==> config.mk <==
export PLATFORM = sky130hd
export DESIGN_NAME = top_main_core
export DESIGN_NICKNAME = d
export VERILOG_FILES = /design/src/rtl/top_main_core.sv
export SDC_FILE = /design/constraint.sdc
export NUM_CORES = 2
export LEC_CHECK = 0
export CAP_MARGIN = 15
export CELL_PAD_IN_SITES_DETAIL_PLACEMENT = 0
export CELL_PAD_IN_SITES_GLOBAL_PLACEMENT = 1
export CORE_MARGIN = 2
export CORE_UTILIZATION = 40
export CTS_BUF_LIST = sky130_fd_sc_hd__clkbuf_8 sky130_fd_sc_hd__clkbuf_16
export CTS_CLUSTER_SIZE = 12
export DETAILED_ROUTE_END_ITERATION = 7
export PLACE_DENSITY_LB_ADDON = 0.1
export SETUP_SLACK_MARGIN = 0.2
export SYNTH_ARGS = -nofsm -noshare
export SYNTH_HDL_FRONTEND = slang
export SYNTH_SLANG_ARGS = --single-unit
==> constraint.sdc <==
create_clock -name clk -period 11.5 [get_ports clk]
set_input_delay 2.875 -clock clk [delete_from_list [all_inputs] [get_ports clk]]
set_output_delay 2.875 -clock clk [all_outputs]
set_load 0.005 [all_outputs]
==> src/rtl/top_main_core.sv <==
// Single-cycle datapath core: data memory (m0), register file (r0) and combinational ALU (a0).
// Optional feature macro: TOP_MAIN_R0_ZERO_EN hardwires register 0 to zero.

module top_main_core_mem #(
    parameter int DATA_W = 32,
    parameter int MEM_AW = 4
) (
    input  logic              clk,
    input  logic              rst,
    input  logic              we_i,
    input  logic [MEM_AW-1:0] waddr_i,
    input  logic [DATA_W-1:0] wdata_i,
    input  logic [MEM_AW-1:0] raddr_i,
    output logic [DATA_W-1:0] rdata_o,
    input  logic [MEM_AW-1:0] mon_addr_i,
    output logic [DATA_W-1:0] mon_data_o
);
    localparam int DEPTH = 1 << MEM_AW;

    logic [DATA_W-1:0] mem_q [DEPTH];
    logic [DATA_W-1:0] mon_data_q;

    // Every word must clear on reset, so the array is kept in flops.
    for (genvar gi = 0; gi < DEPTH; gi++) begin : g_word
        always_ff @(posedge clk) begin
            if (rst) begin
                mem_q[gi] <= '0;
            end else if (we_i && (waddr_i == MEM_AW'(gi))) begin
                mem_q[gi] <= wdata_i;
            end
        end
    end

    // Readback samples the pre-write contents of this cycle.
    always_ff @(posedge clk) begin
        if (rst) begin
            mon_data_q <= '0;
        end else begin
            mon_data_q <= mem_q[mon_addr_i];
        end
    end

    assign rdata_o    = mem_q[raddr_i];
    assign mon_data_o = mon_data_q;
endmodule

module top_main_core_regfile #(
    parameter int DATA_W = 32,
    parameter int REG_AW = 3
) (
    input  logic              clk,
    input  logic              rst,
    input  logic              we_i,
    input  logic [REG_AW-1:0] waddr_i,
    input  logic [DATA_W-1:0] wdata_i,
    input  logic [REG_AW-1:0] raddr_a_i,
    input  logic [REG_AW-1:0] raddr_b_i,
    input  logic [REG_AW-1:0] raddr_c_i,
    output logic [DATA_W-1:0] rdata_a_o,
    output logic [DATA_W-1:0] rdata_b_o,
    output logic [DATA_W-1:0] rdata_c_o
);
    localparam int NREGS = 1 << REG_AW;
`ifdef TOP_MAIN_R0_ZERO_EN
    localparam bit R0_HARDWIRED = 1'b1;
`else
    localparam bit R0_HARDWIRED = 1'b0;
`endif

    logic [DATA_W-1:0] regs_q [NREGS];

    for (genvar gi = 0; gi < NREGS; gi++) begin : g_reg
        localparam bit WRITABLE = !(R0_HARDWIRED && (gi == 0));
        always_ff @(posedge clk) begin
            if (rst) begin
                regs_q[gi] <= '0;
            end else if (WRITABLE && we_i && (waddr_i == REG_AW'(gi))) begin
                regs_q[gi] <= wdata_i;
            end
        end
    end

    // With register 0 hardwired it never leaves its reset value, so plain indexing reads 0.
    assign rdata_a_o = regs_q[raddr_a_i];
    assign rdata_b_o = regs_q[raddr_b_i];
    assign rdata_c_o = regs_q[raddr_c_i];
endmodule

module top_main_core_alu #(
    parameter int DATA_W = 32
) (
    input  logic [3:0]        op_i,
    input  logic [DATA_W-1:0] a_i,
    input  logic [DATA_W-1:0] b_i,
    output logic [DATA_W-1:0] result_o
);
    logic [4:0] shamt;
    assign shamt = b_i[4:0];

    always_comb begin
        result_o = '0;
        case (op_i)
            4'b0101: result_o = a_i + b_i;
            4'b0110: result_o = a_i - b_i;
            4'b0111: result_o = a_i & b_i;
            4'b1000: result_o = a_i | b_i;
            4'b1001: result_o = a_i ^ b_i;
            4'b1010: result_o = a_i << shamt;
            4'b1011: result_o = a_i >> shamt;
            4'b1100: result_o = {{(DATA_W-1){1'b0}}, ($signed(a_i) < $signed(b_i))};
            default: result_o = '0;
        endcase
    end
endmodule

module top_main_core #(
    parameter int DATA_W = 32,
    parameter int MEM_AW = 4,
    parameter int REG_AW = 3
) (
    input  logic              clk,
    input  logic              rst,
    input  logic [DATA_W-1:0] data_in,
    input  logic [3:0]        opcode,
    input  logic [MEM_AW-1:0] read_address,
    input  logic [MEM_AW-1:0] write_address,
    input  logic [REG_AW-1:0] read_address_reg,
    input  logic [REG_AW-1:0] write_address_reg,
    input  logic [REG_AW-1:0] reg1,
    input  logic [REG_AW-1:0] reg2,
    input  logic [MEM_AW-1:0] address_mem,
    input  logic [REG_AW-1:0] address_alu,
    output logic [MEM_AW-1:0] address_to_mem,
    output logic [DATA_W-1:0] data_out_mem,
    output logic              zero
);
    typedef enum logic [3:0] {
        OP_NOP        = 4'b0000,
        OP_STORE_IMM  = 4'b0001,
        OP_LOAD_IMM   = 4'b0010,
        OP_MEM_TO_REG = 4'b0011,
        OP_REG_TO_MEM = 4'b0100
    } opcode_e;

    logic              mem_we;
    logic [DATA_W-1:0] mem_wdata;
    logic [DATA_W-1:0] mem_rdata;
    logic              reg_we;
    logic [REG_AW-1:0] reg_waddr;
    logic [DATA_W-1:0] reg_wdata;
    logic [DATA_W-1:0] op_a;
    logic [DATA_W-1:0] op_b;
    logic [DATA_W-1:0] reg_src;
    logic [DATA_W-1:0] alu_result;
    logic              is_alu;

    logic [MEM_AW-1:0] addr_to_mem_q, addr_to_mem_d;
    logic              zero_q, zero_d;

    top_main_core_mem #(.DATA_W(DATA_W), .MEM_AW(MEM_AW)) m0 (
        .clk        (clk),
        .rst        (rst),
        .we_i       (mem_we),
        .waddr_i    (write_address),
        .wdata_i    (mem_wdata),
        .raddr_i    (read_address),
        .rdata_o    (mem_rdata),
        .mon_addr_i (address_mem),
        .mon_data_o (data_out_mem)
    );

    top_main_core_regfile #(.DATA_W(DATA_W), .REG_AW(REG_AW)) r0 (
        .clk       (clk),
        .rst       (rst),
        .we_i      (reg_we),
        .waddr_i   (reg_waddr),
        .wdata_i   (reg_wdata),
        .raddr_a_i (reg1),
        .raddr_b_i (reg2),
        .raddr_c_i (read_address_reg),
        .rdata_a_o (op_a),
        .rdata_b_o (op_b),
        .rdata_c_o (reg_src)
    );

    top_main_core_alu #(.DATA_W(DATA_W)) a0 (
        .op_i     (opcode),
        .a_i      (op_a),
        .b_i      (op_b),
        .result_o (alu_result)
    );

    assign is_alu = (opcode >= 4'b0101) && (opcode <= 4'b1100);

    always_comb begin
        mem_we        = 1'b0;
        mem_wdata     = data_in;
        reg_we        = 1'b0;
        reg_waddr     = write_address_reg;
        reg_wdata     = data_in;
        addr_to_mem_d = addr_to_mem_q;
        zero_d        = zero_q;
        case (opcode)
            OP_STORE_IMM: begin
                mem_we        = 1'b1;
                addr_to_mem_d = write_address;
            end
            OP_LOAD_IMM: begin
                reg_we = 1'b1;
            end
            OP_MEM_TO_REG: begin
                reg_we        = 1'b1;
                reg_wdata     = mem_rdata;
                addr_to_mem_d = read_address;
            end
            OP_REG_TO_MEM: begin
                mem_we        = 1'b1;
                mem_wdata     = reg_src;
                addr_to_mem_d = write_address;
            end
            default: begin
                // Operands are read combinationally, so a destination equal to reg1/reg2 uses the old value.
                if (is_alu) begin
                    reg_we    = 1'b1;
                    reg_waddr = address_alu;
                    reg_wdata = alu_result;
                    zero_d    = (alu_result == '0);
                end
            end
        endcase
    end

    always_ff @(posedge clk) begin
        if (rst) begin
            addr_to_mem_q <= '0;
            zero_q        <= 1'b0;
        end else begin
            addr_to_mem_q <= addr_to_mem_d;
            zero_q        <= zero_d;
        end
    end

    assign address_to_mem = addr_to_mem_q;
    assign zero           = zero_q;
endmodule

==> impl_metrics.csv <==
group,metric,value,unit
status,status,"complete, no violations",
setup_path,critPathCaptureType,"flip-flop",
clocking,cts-hold-fix-buffers,0,
clocking,cts_tree,"done",
sta,postLayoutSetupSlackWorst,2.12,ns
place,dp_hpwl,157000,um
routing,wl_per_cell,36.6,um
cells_and_area,mostFrequentLayoutCells,"nor2_1 (941), edfxtp_1 (768), mux4_2 (428)",
synth,synth_edf_count,768,
synth,async_flop_share,0,
global_route,antenna_found_initial,5,
floorplan,die_w,364,um
global_route,grt_overflow,0,
global_route,grt_use_met3,0.0515,
synth,synthXorXnorAreaFrac,0.00253,
setup_path,crit_type,"primary input to flip-flop",
clocking,cts-buffers-inserted,92,
routing,ant_nets,0,
sta,slew_headroom,0.128,
place,gp_congestion,1.02,
global_route,use_met2,0.556,
synth,synthAdderAreaFrac,0.0251,
sta,period_minus_slack,9.38,ns
synth,yosysSeqAreaShare,0.459,
clocking,cts.repair.resized,0,
clocking,cts.clk_slew.worst_paths,0.07,ns
routing,post_drt_via_cell_ratio,6.61,
sta,skew,0.0489,ns
synth,ys_types,86,
power_and_ir_drop,leakage,0.0211,uW
cells_and_area,layout-drive-gt1-share,0.223,
power_and_ir_drop,power-per-cell-area,153,nW/um^2
floorplan,rows,132,
place,pre_cts_slack,1.77,ns
clocking,htree_levels,3,
synth,synth_compound_area_frac,0.119,
global_route,grt_pass1_vias,40400,
synth,ys.flop_type,"edfxtp_1",
setup_path,startpoint_type,"primary input",
floorplan,ios,102,
worst_hold_path,holdPathEnd,"zero",
synth,syn_avg_cell_area,11.7,um^2
sta,finalSetupViolCount,0,
synth,ys_ff_latch,805,
floorplan,fp.dieH,364,um
place,dp.cells,6056,
global_route,grt_pass1_wl,317000,um
routing,first_iter_violations,5694,
synth,synth_top_family_by_area,"multiplexers",
synth,muxShareOfSynthArea,0.242,
setup_path,rrSetupSlack,4.80,ns
place,io_buffers,101,
synth,synthSimpleGateAreaFrac,0.114,
setup_path,rr_startpoint,"r0.regs_q[6][0]",
cells_and_area,nNetsFinal,4586,
routing,wirelength,228000,um
sta,slew_violations,0,
cells_and_area,layout_commonest_cell,"nor2_1",
synth,yosysWarnings,0,
setup_path,r2r_end,"r0.regs_q[6][18]",
clocking,cts_root_buffer,"clkbuf_16",
clocking,clkSinkCount,805,
routing,dr_total_vias,41200,
sta,fmax,107,MHz
sta,final_hold_viol_count,0,
global_route,use_met1,0.442,
worst_hold_path,whs_path_depth,2,
cells_and_area,area_growth,11.8,%
worst_hold_path,min-delay-start,"zero",
clocking,clkLatencyLatePin,0.73,ns
floorplan,dieArea,133000,um^2
synth,syn_area,51800,um^2
global_route,grt_busiest_layer,"met2",
floorplan,core-area,129000,um^2
clocking,post_cts_buffers,0,
global_route,grt.total_usage,0.342,
sta,period_share,0.816,
cells_and_area,final_cells,6235,
clocking,cts_buffer_depth,3,
power_and_ir_drop,finalPower,8860,uW
routing,drt-pass1-iter-count,6,
global_route,grt_max_degree,76,
setup_path,crit_arrival,9.80,ns
synth,postSynthCellCount,4431,
sta,tns,0,ns
synth,syn_nets,4599,
floorplan,initial_core_util,0.402,
setup_path,cp_max_fo,10,
setup_path,r2r_cells,18,
setup_path,required,11.92,ns
power_and_ir_drop,ir_drop,0.127,mV
sta,rsz0062_at_grt,"false",
flow_run,cap_violations,0,
worst_hold_path,hold_path.class,"flip-flop to flip-flop",
routing,drc,0,
sta,tightest_slew,1.30,ns
[where the power goes]
part	switching, uW	internal (uW)
sequential	84.0	3370
combinational	1660	811
clock	1290	1640
[registers in the layout, indices dropped and copies added, names as in the netlist]
name and cells:
m0.mem_q 512, r0.regs_q 256, m0.mon_data_o 32, address_to_mem 4, zero 1
[how the worst max path moves through the flow]
stage | endpoint | slack [ns] | cells past startpoint | from
5_1_grt | r0.regs_q[7][24] | 2.15 | 16 | reg2[0]
6_report | r0.regs_q[6][18] | 2.12 | 20 | reg1[2]
2_1_floorplan | r0.regs_q[0][23] | 3.38 | 21 | reg2[1]
4_1_cts | zero | 2.48 | 15 | reg2[0]
3_3_place_gp | zero | 1.66 | 17 | reg2[1]
3_5_place_dp | zero | 1.77 | 15 | reg2[0]
[synth_stat cells, types with 10 or more instances]
master	number	share of area
inv_1	100	0.0072
nand2b_1	17	0.0021
a21o_1	45	0.0065
a2111oi_0	16	0.0027
a31oi_1	20	0.0024
buf_1	53	0.0038
mux2i_1	134	0.026
mux4_2	428	0.19
a211oi_1	39	0.0056
clkbuf_1	269	0.019
o22ai_1	103	0.012
nor2_1	942	0.068
buf_2	41	0.0040
a22oi_1	24	0.0035
edfxtp_1	768	0.44
o2111ai_1	13	0.0022
nor4_1	18	0.0022
dfxtp_1	37	0.014
o21ai_1	56	0.0054
a211o_1	13	0.0022
o31ai_1	17	0.0025
o21bai_1	11	0.0016
a221oi_2	12	0.0035
mux2_2	131	0.028
nand2_1	197	0.014
o211ai_1	55	0.0080
and2_1	11	0.0013
a211oi_2	13	0.0031
a32oi_1	10	0.0017
nand3_1	46	0.0044
o21ai_0	156	0.015
o311ai_0	12	0.0020
o221ai_1	17	0.0029
nor3_1	62	0.0060
buf_6	12	0.0026
a21oi_1	163	0.016
o21a_1	12	0.0017
a221oi_1	22	0.0037
ha_1	101	0.024
xnor2_1	12	0.0020
or3_1	11	0.0013
nand4_1	20	0.0024
nor2b_1	54	0.0065
[worst max-delay path: stages]
cell	delay, ns
clkdlybuf4s50_1	0.59
nand2b_1	0.45
buf_4	0.29
o22ai_1	0.19
nor2_1	0.19
inv_1	0.12
ha_1	0.18
inv_1	0.06
fa_1	0.46
nor2b_1	0.17
o21ai_0	0.64
a2bb2oi_1	0.25
o21ai_0	0.46
o211ai_1	0.40
a221oi_1	0.37
a21oi_1	0.12
nor4_1	1.10
a21oi_1	0.17
a211oi_2	0.57
nor2_1	0.12
[area by class of cell]
type	instances	area, um^2
Fill cell	11800	71000
Multi-Input combinational cell	3142	26300
Sequential cell	805	23800
Clock buffer	108	2520
Timing Repair Buffer	270	2280
Tap cell	1742	2180
Clock inverter	58	453
Inverter	107	402
Antenna cell	3	7.51
[logic make-up after synthesis]
| family | Yosys count |
|---|---|
| simple gates | 1417 |
| compound gates | 909 |
| flops | 805 |
| mux | 698 |
| buf+inv | 484 |
| fa+ha+maj | 103 |
| xor+xnor | 15 |
[per-layer routing]
| layer | up-vias | part of all wire |
|---|---|---|
| met1 | 21300 | 0.39 |
| met5 | - | 0.00030 |
| met3 | 525 | 0.079 |
| met4 | 10 | 0.061 |
| li1 | 17100 | - |
| met2 | 2268 | 0.47 |
[stage by stage]
stage,area (um^2),util,hold slack [ns]
global route,58000,0.449,0.551
CTS,57900,0.449,0.537
finish,58000,0.449,0.537
global placement,54900,0.426,0.525
detailed placement,54900,0.426,0.518
floorplan,51800,-,0.446
(Power assumes the default switching activity.)
